[src/rtl/cmp_iter.sv]
// Slice-serial branch comparator: compares SLICE bits per cycle, MSB slice first,
// with valid/ready handshakes on request and result.
`ifndef CMP_OP_WIDTH
`define CMP_OP_WIDTH 3
`define CMP_OP_BEQ   3'd0
`define CMP_OP_BNE   3'd1
`define CMP_OP_BLT   3'd2
`define CMP_OP_BGE   3'd3
`define CMP_OP_BLTU  3'd4
`define CMP_OP_BGEU  3'd5
`endif

// state | meaning
// IDLE  | o_ready=1, waiting for a request
// RUN   | stepping through slices from MSB to LSB
// DONE  | o_valid=1, o_taken held until i_ready
module cmp_iter #(
  parameter int WIDTH      = 32,
  parameter int SLICE      = 8,
  parameter int EARLY_EXIT = 1
) (
  input  logic                     i_clk,
  input  logic                     i_rst,
  input  logic                     i_valid,
  output logic                     o_ready,
  input  logic [`CMP_OP_WIDTH-1:0] i_op,
  input  logic [WIDTH-1:0]         i_src1,
  input  logic [WIDTH-1:0]         i_src2,
  output logic                     o_valid,
  input  logic                     i_ready,
  output logic                     o_taken
);

  localparam int NSLICE = WIDTH / SLICE;
  localparam int IDXW   = (NSLICE > 1) ? $clog2(NSLICE) : 1;
  localparam logic [IDXW-1:0] IDX_TOP = IDXW'(NSLICE - 1);

  typedef enum logic [1:0] {S_IDLE, S_RUN, S_DONE} state_t;

  state_t                   state_q, state_d;
  logic [`CMP_OP_WIDTH-1:0] op_q, op_d;
  logic [WIDTH-1:0]         a_q, a_d, b_q, b_d;
  logic [IDXW-1:0]          idx_q, idx_d;
  logic                     diff_q, diff_d;
  logic                     lt_q, lt_d;
  logic                     taken_q, taken_d;

  logic [WIDTH-1:0]         a_sh, b_sh;
  logic [SLICE-1:0]         a_sl, b_sl;

  function automatic logic resolve(input logic [`CMP_OP_WIDTH-1:0] op,
                                   input logic lt, input logic eq);
    case (op)
      `CMP_OP_BEQ:  resolve = eq;
      `CMP_OP_BNE:  resolve = !eq;
      `CMP_OP_BLT,
      `CMP_OP_BLTU: resolve = lt;
      `CMP_OP_BGE,
      `CMP_OP_BGEU: resolve = !lt;
      default:      resolve = 1'b0;
    endcase
  endfunction

  always_comb begin
    state_d = state_q;
    op_d    = op_q;
    a_d     = a_q;
    b_d     = b_q;
    idx_d   = idx_q;
    diff_d  = diff_q;
    lt_d    = lt_q;
    taken_d = taken_q;
    a_sh    = a_q >> (int'(idx_q) * SLICE);
    b_sh    = b_q >> (int'(idx_q) * SLICE);
    a_sl    = a_sh[SLICE-1:0];
    b_sl    = b_sh[SLICE-1:0];

    case (state_q)
      S_IDLE: begin
        if (i_valid) begin
          op_d = i_op;
          a_d  = i_src1;
          b_d  = i_src2;
          // Flipping the sign bit of both operands maps signed order onto unsigned order.
          if (i_op == `CMP_OP_BLT || i_op == `CMP_OP_BGE) begin
            a_d[WIDTH-1] = ~i_src1[WIDTH-1];
            b_d[WIDTH-1] = ~i_src2[WIDTH-1];
          end
          idx_d   = IDX_TOP;
          diff_d  = 1'b0;
          lt_d    = 1'b0;
          state_d = S_RUN;
        end
      end
      S_RUN: begin
        // Only the first (most significant) differing slice decides the order.
        if (!diff_q && (a_sl != b_sl)) begin
          diff_d = 1'b1;
          lt_d   = (a_sl < b_sl);
        end
        if ((diff_d && (EARLY_EXIT != 0)) || (idx_q == '0)) begin
          taken_d = resolve(op_q, lt_d, !diff_d);
          state_d = S_DONE;
        end else begin
          idx_d = idx_q - IDXW'(1);
        end
      end
      S_DONE: begin
        if (i_ready) state_d = S_IDLE;
      end
      default: state_d = S_IDLE;
    endcase
  end

  always_ff @(posedge i_clk or posedge i_rst) begin
    if (i_rst) begin
      state_q <= S_IDLE;
      op_q    <= '0;
      a_q     <= '0;
      b_q     <= '0;
      idx_q   <= '0;
      diff_q  <= 1'b0;
      lt_q    <= 1'b0;
      taken_q <= 1'b0;
    end else begin
      state_q <= state_d;
      op_q    <= op_d;
      a_q     <= a_d;
      b_q     <= b_d;
      idx_q   <= idx_d;
      diff_q  <= diff_d;
      lt_q    <= lt_d;
      taken_q <= taken_d;
    end
  end

  assign o_ready = (state_q == S_IDLE);
  assign o_valid = (state_q == S_DONE);
  assign o_taken = taken_q;

endmodule
[config.mk]
export PLATFORM = sky130hd
export DESIGN_NAME = cmp_iter
export DESIGN_NICKNAME = d
export VERILOG_FILES = /design/src/rtl/cmp_iter.sv
export SDC_FILE = /design/constraint.sdc
export NUM_CORES = 1
export LEC_CHECK = 0
export ABC_AREA = 1
export CORE_AREA = 2 2 78 80
export DETAILED_ROUTE_END_ITERATION = 6
export DIE_AREA = 0 0 80 82
export DONT_BUFFER_PORTS = 1
export GPL_TIMING_DRIVEN = 1
export PLACE_DENSITY_LB_ADDON = 0.12
export SYNTH_ARGS = -nofsm -noshare
export SYNTH_HDL_FRONTEND = slang
export SYNTH_SLANG_ARGS = --single-unit
[constraint.sdc]
create_clock -name i_clk -period 5.9 [get_ports i_clk]
set_input_delay 1.77 -clock i_clk [delete_from_list [all_inputs] [get_ports i_clk]]
set_output_delay 1.77 -clock i_clk [all_outputs]
set_load 0.1 [all_outputs]
# == After elaboration in Yosys (flattened, before gate mapping) ==
# Cells that the tools add are included.
# totals
word_cells,62
out_inout_bits,3
ff_bits,74
# classes
n_eq_ne,14
n_reduce_logical,17
n_mux,17
magnitude_cmp,1
n_bitwise,2
n_addsub,1
shift,2
# ops
cell,n
32-bit by 5-bit right shift with 8-bit output,2
3-bit by 2-bit equality test with 1-bit output (second input constant),4
2-bit two-way mux,5
8-bit < comparator,1
8-bit != test,1
1-bit two-way mux,7
3-bit equality test (second input constant),2
2-bit != test (second input constant),3
2-bit case mux with 3 select lines,1
2-bit AND reduction,3
3-bit AND reduction,2
2-bit logical NOT,2
1-bit case mux with 2 select lines,2
1-bit case mux with 4 select lines,1
2-bit case mux with 2 select lines,1
2-bit OR reduction,2
3-bit by 1-bit equality test with 1-bit output (second input constant),1
1-bit logical NOT,3
3-bit logical NOT,1
2-bit by 1-bit equality test with 1-bit output (second input constant),1
2-bit equality test (second input constant),1
1-bit logical OR,2
2-bit by 1-bit != test with 1-bit output (second input constant),1
1-bit NOT,2
other kinds (3),3

# == Depth between registers and ports, before layout ==
# Gate-level depths: netlist of run 1.
# depth
ltp_word,8
ltp_mapped,17

# == Worst setup path before layout of run 1 ==
# No wires, ideal clock.
# synth_path
path_kind,reg2out
startpoint,register state_q[1]
endpoint,output o_valid
n_path_buf,0
stages_incl_launch_ff,3
arrival_time_ns,1.684
slack_ns,2.446
path_cell_list,dfrtp_1 -> inv_1 -> nor2_1
# synth_via
elab_chain_len,1
# synth_rtl
item,line_no,source
from (decl),40,"state_t state_q, state_d;"
from (signal assigned),126,state_q <= state_d;
2-bit equality test,138,assign o_valid = (state_q == S_DONE);
to (decl),29,"output logic o_valid,"
# No other way between the ends.

# == Worst setup path after layout of run 1 ==
# layout_path
startpoint,register state_q[1]
endpoint,output o_ready
# layout_via
elab_chain_len,1
# layout_rtl
item,line_no,source
2-bit logical NOT,137,assign o_ready = (state_q == S_IDLE);
to (decl),25,"output logic o_ready,"
# No other way between the ends.

==> results.sh, run 1 <==
export IMPL_finalSetupTns_ns=0
export IMPL_start_util_pct=62.7
export IMPL_dieHeight_um=82
export IMPL_yosysTopAreaCell="dfrtp_1"
export IMPL_cts_hold_buf=0
export IMPL_avgRoutedWirePerCell_um=14.0
export IMPL_clk_pin_slew_ns=0.08
export IMPL_port_buffers=0
export IMPL_cts_root_buf="clkbuf_8"
export IMPL_cts_tree="built"
export IMPL_vias=2911
export IMPL_worst_skew_pair_late_latency_ns=0.34
export IMPL_required_ns=4.13
export IMPL_hpwl_um=5240
export IMPL_grt_start_max_net_pins=66
export IMPL_cp_arrival_ns=1.61
export IMPL_path_cells="nor2_2"
export IMPL_drtIter0Drc=245
export IMPL_path_depth=1
export IMPL_numCtsBuffers=9
export IMPL_worstReg2RegStart="idx_q[1]"
export IMPL_post_route_period_util_pct=57.4
export IMPL_cp_startpoint="state_q[1]"
export IMPL_h_tree_depth=3
export IMPL_crit_fanout=3
export IMPL_grt_usage_pct=24.8
export IMPL_final_hold_viol_count=0
export IMPL_postSynthCellCount=469
export IMPL_netlist_top_cells_count="nand2_1 (216), dfrtp_1 (74), nor2_1 (37)"
export IMPL_holdPathStages=2
export IMPL_netlist_area_um2=3600
export IMPL_crit_path_start_kind="flip-flop"
export IMPL_setup_ws_ns=2.52
export IMPL_core_um2=5750
export IMPL_die_w_um=80
export IMPL_slew_limit_headroom_pct=26.5
export IMPL_slew_viol_final=0
export IMPL_crit_buf_inv=0
export IMPL_maxCapViolCount=0
export IMPL_worstRegToRegCells=12
export IMPL_leakagePower_uw=0.00204
export IMPL_grt_pass1_wl_um=12400
export IMPL_total_power_uw=2100
export IMPL_gp_congestion=0.834
export IMPL_cpMaxStageDelayCell="nor2_2"
export IMPL_setup_violations=0
export IMPL_avgSynthCellArea_um2=7.69
export IMPL_outcome="finished, final reports clean"
export IMPL_ys_warn_count=0
export IMPL_drive_gt1_share_pct=7.48
export IMPL_hp_class="reg -> reg"
export IMPL_rsz0062_at_grt="no"
export IMPL_seq_area_frac_synth_pct=51.4
export IMPL_layout_min_cycle_time_ns=3.38
export IMPL_path_delay_family="simple AND/OR/NAND/NOR gates"
export IMPL_synth_seq_cells=74
export IMPL_synth_edf_count=0
export IMPL_power_density_nw_per_um2=547
export IMPL_max_freq_mhz=296
export IMPL_path_class="reg -> out"
export IMPL_ir_drop_uv=435
export IMPL_syn_nets=549
export IMPL_fin_nets=543
export IMPL_wl_um=7590
export IMPL_max_stage_delay_ns=0.86
export IMPL_netlist_cell_type_count=25
export IMPL_syn_to_final_growth_pct=6.56
export IMPL_grt_ovfl_total=0
export IMPL_avgViaCountPerCell=5.36
export IMPL_rrSetupSlack_ns=3.24
export IMPL_cts_max_path_buffers=2
export IMPL_synth_top_cell_area_share_pct=51.4
export IMPL_first_global_vias=2639
export IMPL_worst_setup_path_end_kind="output pin"
export IMPL_clock_sinks=74
export IMPL_finClkSkew_ns=0.00650
export IMPL_yosys_most_used_dff="dfrtp_1"
export IMPL_yosysMostFrequentCell="nand2_1"
export IMPL_async_flop_share_pct=100
export IMPL_synthTopCellsByArea="dfrtp_1 (51%), nand2_1 (22%), o21ai_0 (4.9%)"
export IMPL_cts_setup_buffers=0
export IMPL_r2r_end="o_taken"
export IMPL_antenna_found_initial=0
export IMPL_antenna_cells=0
export IMPL_die_area_um2=6560
export IMPL_boundaryPins=74
export IMPL_pre_cts_ws_ns=2.87
export IMPL_dr_pass1_iters=6
export IMPL_ctsResizeCount=0
export IMPL_ant_nets=0
export IMPL_rows=28
export IMPL_route_detailed_drc=0
export IMPL_worst_slew_pin_slew_ns=1.10
export IMPL_crit_end="o_ready"
## metal layers
metal  track usage [%]  wire length, um  vias up
li1                  -                -     1449
met4              10.0              166        0
met2              36.2             3420      101
met1              36.2             3580     1346
met5                 0                0        -
met3              5.27              429       15
## worst min-delay path by stage
| stage | from | to | slack [ns] |
|---|---|---|---|
| after floorplan | a_q[17] | a_q[17] | 0.44 |
| after global placement | b_q[18] | b_q[18] | 0.46 |
| after detailed placement | b_q[23] | b_q[23] | 0.46 |
| after CTS | a_q[21] | a_q[21] | 0.48 |
| after global routing | a_q[16] | a_q[16] | 0.51 |
| final | b_q[23] | b_q[23] | 0.48 |
## worst reg2reg max path: stages (launching register included)
cell and delay (ns):
dfrtp_1 0.57, inv_1 0.52, o21ai_0 0.20, o22ai_1 0.22, ha_1 0.27, nand2_1 0.10
nor2_2 0.06, nand3_2 0.11, clkinv_1 0.10, a21oi_1 0.20, inv_1 0.08, nand2_1 0.06
nand2_1 0.07
## cells in the final DEF (no fill, tap or decap)
cell        count
nor2_4          1
clkbuf_8        9
inv_2           3
nand2_1       216
nand2_2         4
nor3_1          2
clkbuf_1        1
dfrtp_1        74
clkinv_1        1
ha_1            9
inv_1          25
a21oi_1        13
a32o_1          1
o22ai_1         8
nor2_1         36
nand3_2         3
nor2_2          4
xor2_1          2
clkinvlp_4      3
o31ai_1         1
clkinv_4        1
o21ai_0        35
buf_4           5
o21ai_1         7
nand3_1         2
bufinv_16       2
## sequential cells by signal, summed over array words and instances (netlist names)
| name | count |
|---|---|
| a_q | 32 |
| idx_q | 2 |
| state_q | 2 |
| op_q | 3 |
| lt_q | 1 |
| b_q | 32 |
| diff_q | 1 |
| o_taken | 1 |
## final cells by class
| type | instances | area [um2] |
|---|---|---|
| Clock inverter | 6 | 91.3 |
| Tap cell | 75 | 93.8 |
| Multi-Input combinational cell | 344 | 1530 |
| Sequential cell | 74 | 1850 |
| Clock buffer | 10 | 128 |
| Timing Repair Buffer | 5 | 37.5 |
| Inverter | 29 | 109 |
| Fill cell | 525 | 1900 |
## metrics by stage
stage	utilization [%]	instance area [um2]	hold slack [ns]	cells
after global placement	63.0	3620	0.461	527
after floorplan	-	3600	0.444	469
after global routing	66.9	3840	0.508	543
final	66.9	3840	0.483	543
after detailed placement	63.0	3620	0.464	527
after CTS	66.9	3840	0.484	543
## kinds of logic (layout without fill, tap and decap cells)
logic type | after synthesis | in the layout | share of synthesized area (%)
AOI/OAI and AO/OA | 65 | 65 | 9.51
buffers and inverters | 51 | 50 | 6.25
DFF | 74 | 74 | 51.4
and+or+nand+nor | 268 | 268 | 29.3
adders and majority gates | 9 | 9 | 3.12
xor gates and xnor gates | 2 | 2 | 0.486
## where the power goes
group | internal (uW) | total [uW] | switching (uW)
registers | 742 | 900 | 158
logic | 268 | 771 | 503
clock network | 239 | 431 | 192
total | 1250 | 2100 | 853
Power figures use the tool's default switching activity.
==> run 2: changes to the inputs <==
--- a/config.mk
+++ b/config.mk
@@ -6,9 +6,9 @@
 export NUM_CORES = 1
 export LEC_CHECK = 0
 export ABC_AREA = 1
-export CORE_AREA = 2 2 78 80
+export CORE_AREA = 2 2 83 85
 export DETAILED_ROUTE_END_ITERATION = 6
-export DIE_AREA = 0 0 80 82
+export DIE_AREA = 0 0 85 87
 export DONT_BUFFER_PORTS = 1
 export GPL_TIMING_DRIVEN = 1
 export PLACE_DENSITY_LB_ADDON = 0.12
==> constraint.sdc (replaced) <==
create_clock -name i_clk -period 2.98 [get_ports i_clk]
set_input_delay 0.894 -clock i_clk [delete_from_list [all_inputs] [get_ports i_clk]]
set_output_delay 0.894 -clock i_clk [all_outputs]
set_load 0.1 [all_outputs]
==> run 2 against run 1 <==
  * Global-route usage down 0.84 points
  * Hold slack worse by 0.0087 ns
  * Core utilization shrank 7.2 points
  * Clock-buffer cell count did not move
  * Non-clock buffer count is 3 higher
==> results.sh, run 2 (same netlist as run 1, synthesis figures left out) <==
export IMPL_layout_commonest_cell="nand2_1"
export IMPL_grt_usage_pct=23.9
export IMPL_cp_arrival_ns=2.87
export IMPL_layout_common_cells="nand2_1 (216), dfrtp_1 (74), nor2_1 (36)"
export IMPL_ctsResizeCount=0
export IMPL_maxCapViolCount=0
export IMPL_die_area_um2=7400
export IMPL_die_w_um=85
export IMPL_finalInstanceArea_um2=3920
export IMPL_max_freq_mhz=381
export IMPL_layout_min_cycle_time_ns=2.62
export IMPL_post_route_period_util_pct=88.0
export IMPL_hpwl_um=5890
export IMPL_hold_start="b_q[16]"
export IMPL_worst_path_most_repeated_cell="nand2_1"
export IMPL_cts_max_path_buffers=2
export IMPL_total_power_uw=4320
export IMPL_holdPathStages=2
export IMPL_power_density_nw_per_um2=1100
export IMPL_finClkSkew_ns=0.00690
export IMPL_largest_registers="a_q x32, b_q x32, op_q x3"
export IMPL_dr_pass1_iters=4
export IMPL_r2r_end="o_taken"
export IMPL_rsz0062_at_grt="no"
export IMPL_leakagePower_uw=0.00208
export IMPL_h_tree_depth=3
export IMPL_min_delay_worst_endpoint="b_q[16]"
export IMPL_nFillCells=630
export IMPL_finalSetupTns_ns=0
export IMPL_max_stage_delay_ns=0.56
export IMPL_cts_tree="built"
export IMPL_core_um2=6570
export IMPL_multi_input_area_um2=1530
export IMPL_cpMaxStageDelayCell="dfrtp_1"
export IMPL_cts_hold_buf=0
export IMPL_pre_cts_ws_ns=0.403
export IMPL_clk_pin_slew_ns=0.07
export IMPL_hold_slack_ns=0.474
export IMPL_worstReg2RegStart="idx_q[1]"
export IMPL_worstRegToRegCells=12
export IMPL_required_ns=3.22
export IMPL_worst_skew_pair_late_latency_ns=0.35
export IMPL_outcome="finished, final reports clean"
export IMPL_cts_setup_buffers=0
export IMPL_worst_setup_path_end_kind="flip-flop"
export IMPL_hp_class="reg -> reg"
export IMPL_crit_path_start_kind="flip-flop"
export IMPL_dieHeight_um=87
export IMPL_ant_nets=0
export IMPL_fin_nets=546
export IMPL_grt_start_max_net_pins=65
export IMPL_ir_drop_uv=1050
export IMPL_setup_violations=0
export IMPL_drtIter0Drc=152
export IMPL_boundaryPins=74
export IMPL_start_util_pct=54.9
export IMPL_worst_slew_pin_slew_ns=0.903
export IMPL_port_buffers=0
export IMPL_slew_limit_headroom_pct=39.8
export IMPL_path_class="reg -> reg"
export IMPL_regArea_um2=1850
export IMPL_final_hold_viol_count=0
export IMPL_clock_sinks=74
export IMPL_avgRoutedWirePerCell_um=14.7
export IMPL_grt_ovfl_total=0
export IMPL_numCtsBuffers=9
export IMPL_antenna_found_initial=0
export IMPL_cts_root_buf="clkbuf_8"
export IMPL_placed_area_um2=3680
export IMPL_antenna_cells=0
export IMPL_route_detailed_drc=0
export IMPL_path_cells="inv_1 -> o21ai_0 -> o22ai_1 -> ha_1 -> nand2_1 -> nor2_2 -> nand3_2 -> clkinv_1 -> a21oi_1 -> inv_1 -> nand2_1 -> nand2_1"
export IMPL_grt_pass1_wl_um=13700
export IMPL_drive_gt1_share_pct=8.09
export IMPL_crit_fanout=18
export IMPL_gp_congestion=0.892
export IMPL_vias=2880
export IMPL_slew_viol_final=0
export IMPL_rrSetupSlack_ns=0.36
export IMPL_avgViaCountPerCell=5.24
export IMPL_rows=30
export IMPL_wl_um=8110
export IMPL_syn_to_final_growth_pct=8.64
export IMPL_first_global_vias=2892
export IMPL_setup_ws_ns=0.358
## run 2: changes by cell type in the layout (fill, tap and decap cells not counted), sizes merged
| cell | previous run | this run |
|---|---|---|
| buf | 5 | 8 |
| bufinv | 2 | 3 |
| clkinvlp | 3 | 1 |
## run 2: per-stage QoR
stage | instances | utilization (%)
final | 550 | 59.6
after global routing | 550 | 59.6
after CTS | 550 | 59.6
after detailed placement | 535 | 56.0
after global placement | 535 | 56.0
after floorplan | 469 | -
## run 2: worst max-delay path: cells and delay by family, from the launching register on
family	cells	cell delay, ns
adder cells (fa/ha/maj)	1	0.29
AND/OR/NAND/NOR	5	0.37
buffers and inverters	3	0.66
flip-flops	1	0.56
AO/OA/AOI/OAI	3	0.64
## run 2: report_power, final
part           internal (uW)  switching [uW]  leakage, uW
Sequential              1470             342     0.000907
Clock                    573             369     0.000118
Combinational            557            1010      0.00106
Total                   2600            1720      0.00208
## run 2: worst max path at each step
| stage | from | slack [ns] | cells past startpoint | end |
|---|---|---|---|---|
| after floorplan | i_rst | 0.20 | 1 | a_q[0] |
| after global placement | idx_q[1] | 0.44 | 12 | o_taken |
| after detailed placement | idx_q[1] | 0.40 | 12 | o_taken |
| after CTS | idx_q[1] | 0.39 | 12 | o_taken |
| after global routing | idx_q[1] | 0.13 | 15 | o_taken |
| final | idx_q[1] | 0.36 | 12 | o_taken |
## run 2: routing by layer
metal / global-route usage [%] / part of all wire, % / wire length, um
met2: 36.9 / 46 / 3750
met1: 32.5 / 46 / 3720
met5: 0 / 0 / 0
met3: 5.40 / 5.4 / 439
met4: 11.0 / 2.5 / 204
## run 2: area by class of cell
cell class | count | share of cell area, %
Clock inverter | 5 | 2.62
Inverter | 29 | 2.78
Tap cell | 80 | 2.56
Multi-Input combinational cell | 344 | 39.1
Timing Repair Buffer | 8 | 2.17
Clock buffer | 10 | 3.51
Sequential cell | 74 | 47.3
